--- src/rtl/cache_port_arbiter.sv ---
// cache_port_arbiter
//
// Shares the single request port of the unified SDRAM cache between an
// instruction-fetch requester (read-only) and a data requester (read/write).
// The granted request is captured into registers that drive the cache, so the
// address and byte enables stay stable for the whole access. After each grant
// the cache enable is held low for SettleCycles cycles to cover the registered
// tag/column BRAM read latency. The served port receives its read data and a
// one-cycle done pulse.
//
// Parameters:
//   SettleCycles  cycles with c_enable low after a new address (1..7)
//   DataPriority  0 = round-robin on a tie, 1 = data port always wins a tie
//
// Ports:
//   clk, rst_n                 clock, asynchronous active-low reset
//   i_req/i_addr               instruction read request (level) and byte address
//   i_rdata/i_done             instruction read data, one-cycle completion pulse
//   d_req/d_addr/d_wdata       data request (level), byte address, write data
//   d_wstrb                    byte write enables, 0 = read
//   d_rdata/d_done             data read data (0 after a write), completion pulse
//   c_enable/c_address         cache enable and address
//   c_data_in/c_write_enable   cache write data and byte enables
//   c_data_out                 cache read data
//   c_data_out_ready           cache read hit (not needed: completion is !c_busy)
//   c_busy                     cache miss/fill in progress
//   grant_d                    1 = current or last grant is the data port

module cache_port_arbiter #(
    parameter int unsigned SettleCycles = 1,
    parameter int unsigned DataPriority = 0
) (
    input  logic        clk,
    input  logic        rst_n,
    input  logic        i_req,
    input  logic [31:0] i_addr,
    output logic [31:0] i_rdata,
    output logic        i_done,
    input  logic        d_req,
    input  logic [31:0] d_addr,
    input  logic [31:0] d_wdata,
    input  logic [3:0]  d_wstrb,
    output logic [31:0] d_rdata,
    output logic        d_done,
    output logic        c_enable,
    output logic [31:0] c_address,
    output logic [31:0] c_data_in,
    output logic [3:0]  c_write_enable,
    input  logic [31:0] c_data_out,
    input  logic        c_data_out_ready,
    input  logic        c_busy,
    output logic        grant_d
);

    typedef enum logic [1:0] {StIdle, StSettle, StAccess, StDone} state_e;

    state_e      state_q, state_d;
    logic [2:0]  cnt_q, cnt_d;
    logic        last_data_q, last_data_d;  // last grant went to the data port
    logic        grant_d_q, grant_d_d;
    logic        en_q, en_d;
    logic [31:0] addr_q, addr_d;
    logic [31:0] wdata_q, wdata_d;
    logic [3:0]  wstrb_q, wstrb_d;
    logic [31:0] i_rdata_q, i_rdata_d;
    logic [31:0] d_rdata_q, d_rdata_d;
    logic        i_done_q, i_done_d;
    logic        d_done_q, d_done_d;
    logic        pick_data;

    // Hit/miss is fully signalled by c_busy, so the ready flag carries no extra information.
    logic unused_ready;
    assign unused_ready = c_data_out_ready;

    always_comb begin
        state_d     = state_q;
        cnt_d       = cnt_q;
        last_data_d = last_data_q;
        grant_d_d   = grant_d_q;
        en_d        = en_q;
        addr_d      = addr_q;
        wdata_d     = wdata_q;
        wstrb_d     = wstrb_q;
        i_rdata_d   = i_rdata_q;
        d_rdata_d   = d_rdata_q;
        i_done_d    = 1'b0;
        d_done_d    = 1'b0;
        pick_data   = 1'b0;

        unique case (state_q)
            StIdle: begin
                if (i_req || d_req) begin
                    if (i_req && d_req) begin
                        pick_data = (DataPriority != 0) ? 1'b1 : !last_data_q;
                    end else begin
                        pick_data = d_req;
                    end
                    addr_d      = pick_data ? d_addr  : i_addr;
                    wdata_d     = pick_data ? d_wdata : 32'h0;
                    wstrb_d     = pick_data ? d_wstrb : 4'h0;
                    last_data_d = pick_data;
                    grant_d_d   = pick_data;
                    cnt_d       = 3'(SettleCycles);
                    state_d     = StSettle;
                end
            end
            StSettle: begin
                cnt_d = cnt_q - 3'd1;
                if (cnt_q <= 3'd1) begin
                    en_d    = 1'b1;
                    state_d = StAccess;
                end
            end
            StAccess: begin
                if (!c_busy) begin
                    // Dropping the enables here makes a write land exactly once.
                    en_d    = 1'b0;
                    wstrb_d = 4'h0;
                    if (grant_d_q) begin
                        d_rdata_d = (wstrb_q != 4'h0) ? 32'h0 : c_data_out;
                        d_done_d  = 1'b1;
                    end else begin
                        i_rdata_d = c_data_out;
                        i_done_d  = 1'b1;
                    end
                    state_d = StDone;
                end
            end
            StDone: begin
                state_d = StIdle;
            end
            default: begin
                state_d = StIdle;
            end
        endcase
    end

    always_ff @(posedge clk or negedge rst_n) begin
        if (!rst_n) begin
            state_q     <= StIdle;
            cnt_q       <= 3'd0;
            last_data_q <= 1'b1;
            grant_d_q   <= 1'b0;
            en_q        <= 1'b0;
            addr_q      <= 32'h0;
            wdata_q     <= 32'h0;
            wstrb_q     <= 4'h0;
            i_rdata_q   <= 32'h0;
            d_rdata_q   <= 32'h0;
            i_done_q    <= 1'b0;
            d_done_q    <= 1'b0;
        end else begin
            state_q     <= state_d;
            cnt_q       <= cnt_d;
            last_data_q <= last_data_d;
            grant_d_q   <= grant_d_d;
            en_q        <= en_d;
            addr_q      <= addr_d;
            wdata_q     <= wdata_d;
            wstrb_q     <= wstrb_d;
            i_rdata_q   <= i_rdata_d;
            d_rdata_q   <= d_rdata_d;
            i_done_q    <= i_done_d;
            d_done_q    <= d_done_d;
        end
    end

    assign c_enable       = en_q;
    assign c_address      = addr_q;
    assign c_data_in      = wdata_q;
    assign c_write_enable = wstrb_q;
    assign i_rdata        = i_rdata_q;
    assign d_rdata        = d_rdata_q;
    assign i_done         = i_done_q;
    assign d_done         = d_done_q;
    assign grant_d        = grant_d_q;

endmodule

--- config.mk ---
export PLATFORM = sky130hd
export DESIGN_NAME = cache_port_arbiter
export DESIGN_NICKNAME = d
export VERILOG_FILES = /design/src/rtl/cache_port_arbiter.sv
export SDC_FILE = /design/constraint.sdc
export NUM_CORES = 1
export LEC_CHECK = 0
export ABC_AREA = 1
export BUFFER_PORTS_ARGS = -buffer_cell sky130_fd_sc_hd__buf_2
export CAP_MARGIN = 15
export CORE_ASPECT_RATIO = 1.25
export CORE_MARGIN = 2
export CORE_UTILIZATION = 35
export DETAILED_ROUTE_END_ITERATION = 12
export MAX_ROUTING_LAYER = met4
export PLACE_DENSITY = 0.63
export SLEW_MARGIN = 20
export SYNTH_ARGS = -nofsm -noshare
export SYNTH_HDL_FRONTEND = slang
export SYNTH_SLANG_ARGS = --single-unit
--- constraint.sdc ---
create_clock -name clk -period 1.6 [get_ports clk]
set_input_delay 0.16 -clock clk [delete_from_list [all_inputs] [get_ports clk]]
set_output_delay 0.16 -clock clk [all_outputs]
set_load 0.01 [all_outputs]
; After elaboration in Yosys (flattened, before gate mapping)
; Index checks and enable logic that the tools add are counted.
[op_classes]
n_addsub = 1
magnitude_cmp = 1
n_eq_ne = 6
n_mux = 25
bitwise = 2
n_reduce_logical = 15
[ops]
columns = operator, n
row1 = $mux 32, 3
row2 = $reduce_and 3->1, 5
row3 = $mux 4, 3
row4 = $mux 1, 11
row5 = $pmux 2 s4, 1
row6 = $pmux 4 s2, 1
row7 = $mux 2, 3
row8 = $ne 2x2->1 const B, 3
row9 = $pmux 3 s2, 1
row10 = $reduce_bool 2->1, 3
row11 = $eq 2x2->1 const B, 2
row12 = $reduce_and 2->1, 2
row13 = $reduce_bool 4->1, 1
row14 = $le 3x1->1 const B, 1
row15 = $mux 3, 1
row16 = $sub 3x1->3 const B, 1
row17 = $eq 2x1->1 const B, 1
row18 = $logic_not 2->1, 1
row19 = $not 1->1, 2
row20 = $pmux 1 s2, 1
row21 = $logic_and 1x1->1, 1
row22 = $logic_not 1->1, 1
row23 = $logic_or 1x1->1, 1
[word_totals]
regBits = 142
input_bits = 138
out_inout_bits = 136
wordCells = 62

; Longest topological paths before layout
[logic_depth]
ltp_word = 7
ltp_mapped = 8
mapped_depth_nobuf = 8

; Worst setup path before layout
; No wires, ideal clock.
[synth_timing]
path_type = flip-flop to flip-flop
startpoint = reg state_q[0]
endpoint = reg addr_q[10] (netlist: c_address[10])
setup_time_ps = 119
arrival_ps = 1361
required_ps = 1481
slack_ps = 120
path_stages_with_launch = 9
path_buffers = 2
period_less_slack_ps = 1480
path_cell_list = dfrtp_1 > inv_1 > ha_1 > inv_1 > nor2_1 > buf_6 > buf_4 > nand3_1 > o21a_1
[synth_between]
elab_chain_cells = 2
[synth_lines]
columns = element, line_no
row1 = from (decl), 57  ; state_e state_q, state_d;
row2 = from (signal assigned), 140  ; state_q <= StIdle;
row3 = from (signal assigned), 153  ; state_q <= state_d;
row4 = $logic_not 2->1, 90  ; unique case (state_q)
row5 = $reduce_and 2->1 (no line), --
row6 = to (signal assigned), 158  ; addr_q <= addr_d;
row7 = to (decl), 62  ; logic [31:0] addr_q, addr_d;
; Every way passes these cells.
; A chain may end at the register's enable or synchronous reset.

; Worst setup path after layout
[layout_timing]
startpoint = reg state_q[0]
endpoint = reg addr_q[18] (netlist: c_address[18])
; Same word-level chain as after synthesis.

==> results.sh <==
export IMPL_power_switching_mw=5.740
export IMPL_wl_per_cell_um=14.00
export IMPL_grt_pass1_wl_um=27420
export IMPL_worst_r2r_endpoint="c_address[18]"
export IMPL_finalHoldViolCount=0
export IMPL_p_per_area_mw_per_mm2=1779
export IMPL_drc=0
export IMPL_rr_worst_depth=7
export IMPL_synth_most_common_cell="nand2_1"
export IMPL_syn_inst=671
export IMPL_setup_viol=0
export IMPL_tritoncts="yes"
export IMPL_cts_buffer_depth=2
export IMPL_ys_warn_count=0
export IMPL_num_vias=5745
export IMPL_synth_compound_area_share_pct=7.858
export IMPL_cp_required_ns=1.90
export IMPL_grt_pass1_vias=5708
export IMPL_status="finished clean"
export IMPL_ir_drop_mv=0.7029
export IMPL_synthXorXnorAreaFrac_pct=0.1479
export IMPL_fin_nets=1160
export IMPL_cp_arrival_ns=1.76
export IMPL_grt_max_degree=48
export IMPL_num_rows=53
export IMPL_synth_nets=815
export IMPL_clock_latency_ns=0.42
export IMPL_worst_path_max_fanout=23
export IMPL_grt_overflow=0
export IMPL_die_y_um=149.4
export IMPL_fp_dieW_um=120.4
export IMPL_clock_sinks=142
export IMPL_synth_simple_gate_area_share_pct=24.99
export IMPL_cts_root_buffer="clkbuf_16"
export IMPL_drt_total_wl_um=17490
export IMPL_whs_ns=0.01141
export IMPL_clockPowerShare_pct=24.9
export IMPL_maxCapViolations=0
export IMPL_ys_flop_type="dfrtp_1"
export IMPL_p_int_mw=10.25
export IMPL_cts_buffers=17
export IMPL_antenna_cells=0
export IMPL_synth_edf_count=0
export IMPL_dieArea_mm2=0.01799
export IMPL_async_flop_share_pct=100.0
export IMPL_first_iter_violations=243
export IMPL_synth_top_family_by_area="simple AND/OR/NAND/NOR gates"
export IMPL_ff2ff_setup_slack_ns=0.14
export IMPL_max_freq_mhz=683.2
export IMPL_synth_fa_ha_area_share_pct=1.267
export IMPL_dpl_hpwl_um=11530
export IMPL_startpoint="state_q[0]"
export IMPL_drv_slew=0
export IMPL_place_gp_congestion=0.8553
export IMPL_p_seq_share_pct=36.5
export IMPL_yosysTopAreaCell="dfrtp_1"
export IMPL_avgSynthCellArea_um2=8.827
export IMPL_coreArea_mm2=0.01671
export IMPL_critPathKind="register to register"
export IMPL_synth_top_area_share_pct=59.57
export IMPL_vias_per_cell=4.600
export IMPL_instances_no_fill=1249
export IMPL_n_fill_cell=1567
export IMPL_critPathLaunchType="register"
export IMPL_syn_cell_area_mm2=0.005923
export IMPL_synthTopCellsByCount="284 x nand2_1, 141 x dfrtp_1, 72 x nand3_1, 45 x inv_1, 40 x o21ai_0"
export IMPL_r2r_start="state_q[0]"
export IMPL_worstMarginPinSlew_ns=0.3841
export IMPL_p_sw_share_pct=35.89
export IMPL_place_inst=1147
export IMPL_numPortBuffers=272
export IMPL_synthMuxAreaShare_pct=0
export IMPL_seq_area_frac_synth_pct=60.01
export IMPL_ios=274
export IMPL_initial_utilization_pct=35.44
export IMPL_final_setup_skew_ns=0.007607
export IMPL_ant_nets=0
export IMPL_synth_cell_types=21
export IMPL_grt_usage_pct=19.90
export IMPL_fin_crit_sh_pct=91.48
export IMPL_dr_pass1_iters=5
export IMPL_antenna_found_initial=0
export IMPL_clk_pin_slew_ns=0.06
export IMPL_relSlewSlack_pct=74.39
export IMPL_area_growth_pct=51.80
export IMPL_power_frac_comb_pct=38.7
export IMPL_ys_seq_elements=142
export IMPL_power_leakage_nw=4.940
export IMPL_hp_class="input port to register"
export IMPL_synthTopCellsByArea="dfrtp_1 60%, nand2_1 18%, nand3_1 6.1%"
export IMPL_layout_min_cycle_time_ns=1.464
export IMPL_critPathCaptureType="register"
export IMPL_drive_above_1_share_pct=32.26
export IMPL_cp_endpoint="c_address[18]"
export IMPL_htreeDepth=4
power groups by stage:
stage / combinational (mW) / sequential, mW / clock [mW]
6_report: 6.18 / 5.83 / 3.97
5_1_grt: 6.89 / 6.03 / 4.23
4_1_cts: 6.10 / 5.83 / 4.08
3_5_place_dp: 5.96 / 5.86 / 0
3_3_place_gp: 5.88 / 5.83 / 0
2_1_floorplan: 2.65 / 6.55 / 0
cells by family after synthesis:
group | after synthesis
flip-flops | 142
adder cells (fa/ha/maj) | 6
AO/OA/AOI/OAI | 76
buffers and inverters | 80
XOR/XNOR | 1
AND/OR/NAND/NOR | 366
cell usage in the layout, fill, tap and decap left out, types with 2 or more instances in the layout:
cell           count
a21oi_1            2
buf_12             8
buf_2            271
buf_4             11
buf_6              2
bufinv_16          3
clkbuf_1           4
clkbuf_16         19
clkinv_2           3
clkinv_4           3
dfrtp_1          141
dlygate4sd3_1     67
ha_1               5
inv_1             45
nand2_1          284
nand3_1           71
nor2_1             4
nor2_4             2
o21a_1            32
o21ai_0           40
repair_timing:
item / CTS / global route
setup endpoints to repair: 0 / 58
endpoints found under the hold margin: 132 / 0
resized for setup: 0 / 5
hold buffers: 67 / 0
setup buffers: 0 / 1
routing by layer:
metal  vias to the layer above  global-route usage, %  share of wire (%)  wire length [µm]
met1                      2680                  22.65                 41              7101
met3                        61                  4.154                4.4               772
li1                       2809                      -                  -                 -
met5                         -                      -                  0                 0
met4                         0                  11.05                5.0               876
met2                       195                  32.81                 50              8740
worst max-delay path, stage by stage (launching register included):
cell and delay, ns:
dfrtp_1 0.36, inv_1 0.08, ha_1 0.21, inv_1 0.13, nor2_4 0.07, buf_4 0.15
clkbuf_16 0.18, o21a_1 0.18
metrics by stage:
stage	utilization (%)	TNS, ns	power [mW]	cell area (µm²)	setup slack, ns
after floorplan	-	0	9.198	5923	0.1204
after global placement	45.75	0	11.71	7646	0.08440
after detailed placement	45.75	0	11.82	7646	0.05230
after CTS	53.32	0	16.00	8910	0.03714
after global routing	53.80	-0.003443	17.14	8991	-0.001824
final	53.80	0	15.99	8991	0.1363
cell type report:
class                           count  area, µm²  share of cell area, %
Clock buffer                       22      454.2                  5.051
Clock inverter                     10      138.9                  1.545
Inverter                           45      168.9                  1.879
Multi-Input combinational cell    449       2057                  22.88
Sequential cell                   142       3555                  39.54
Tap cell                          220      275.3                  3.062
Timing Repair Buffer              361       2342                  26.05
how the worst min path moves through the flow:
stage / startpoint / to / slack, ns / cells after the start
after global routing: d_wdata[0] / c_data_in[0] / 0.04 / 3
after floorplan: rst_n / c_address[0] / -0.14 / 0
after global placement: rst_n / i_rdata[7] / 0.1 / 1
after CTS: d_wdata[0] / c_data_in[0] / 0.002 / 3
after detailed placement: rst_n / i_rdata[7] / 0.10 / 1
final: d_wdata[0] / c_data_in[0] / 0.01 / 3
sequential cells by signal (all words and copies together), names as in the netlist:
signal / count
c_enable: 1
i_done: 1
d_done: 1
state_q: 2
grant_d: 1
d_rdata: 32
c_address: 32
cnt_q: 3
last_data_q: 1
c_write_enable: 4
i_rdata: 32
c_data_in: 32
(Power assumes the default switching activity.)
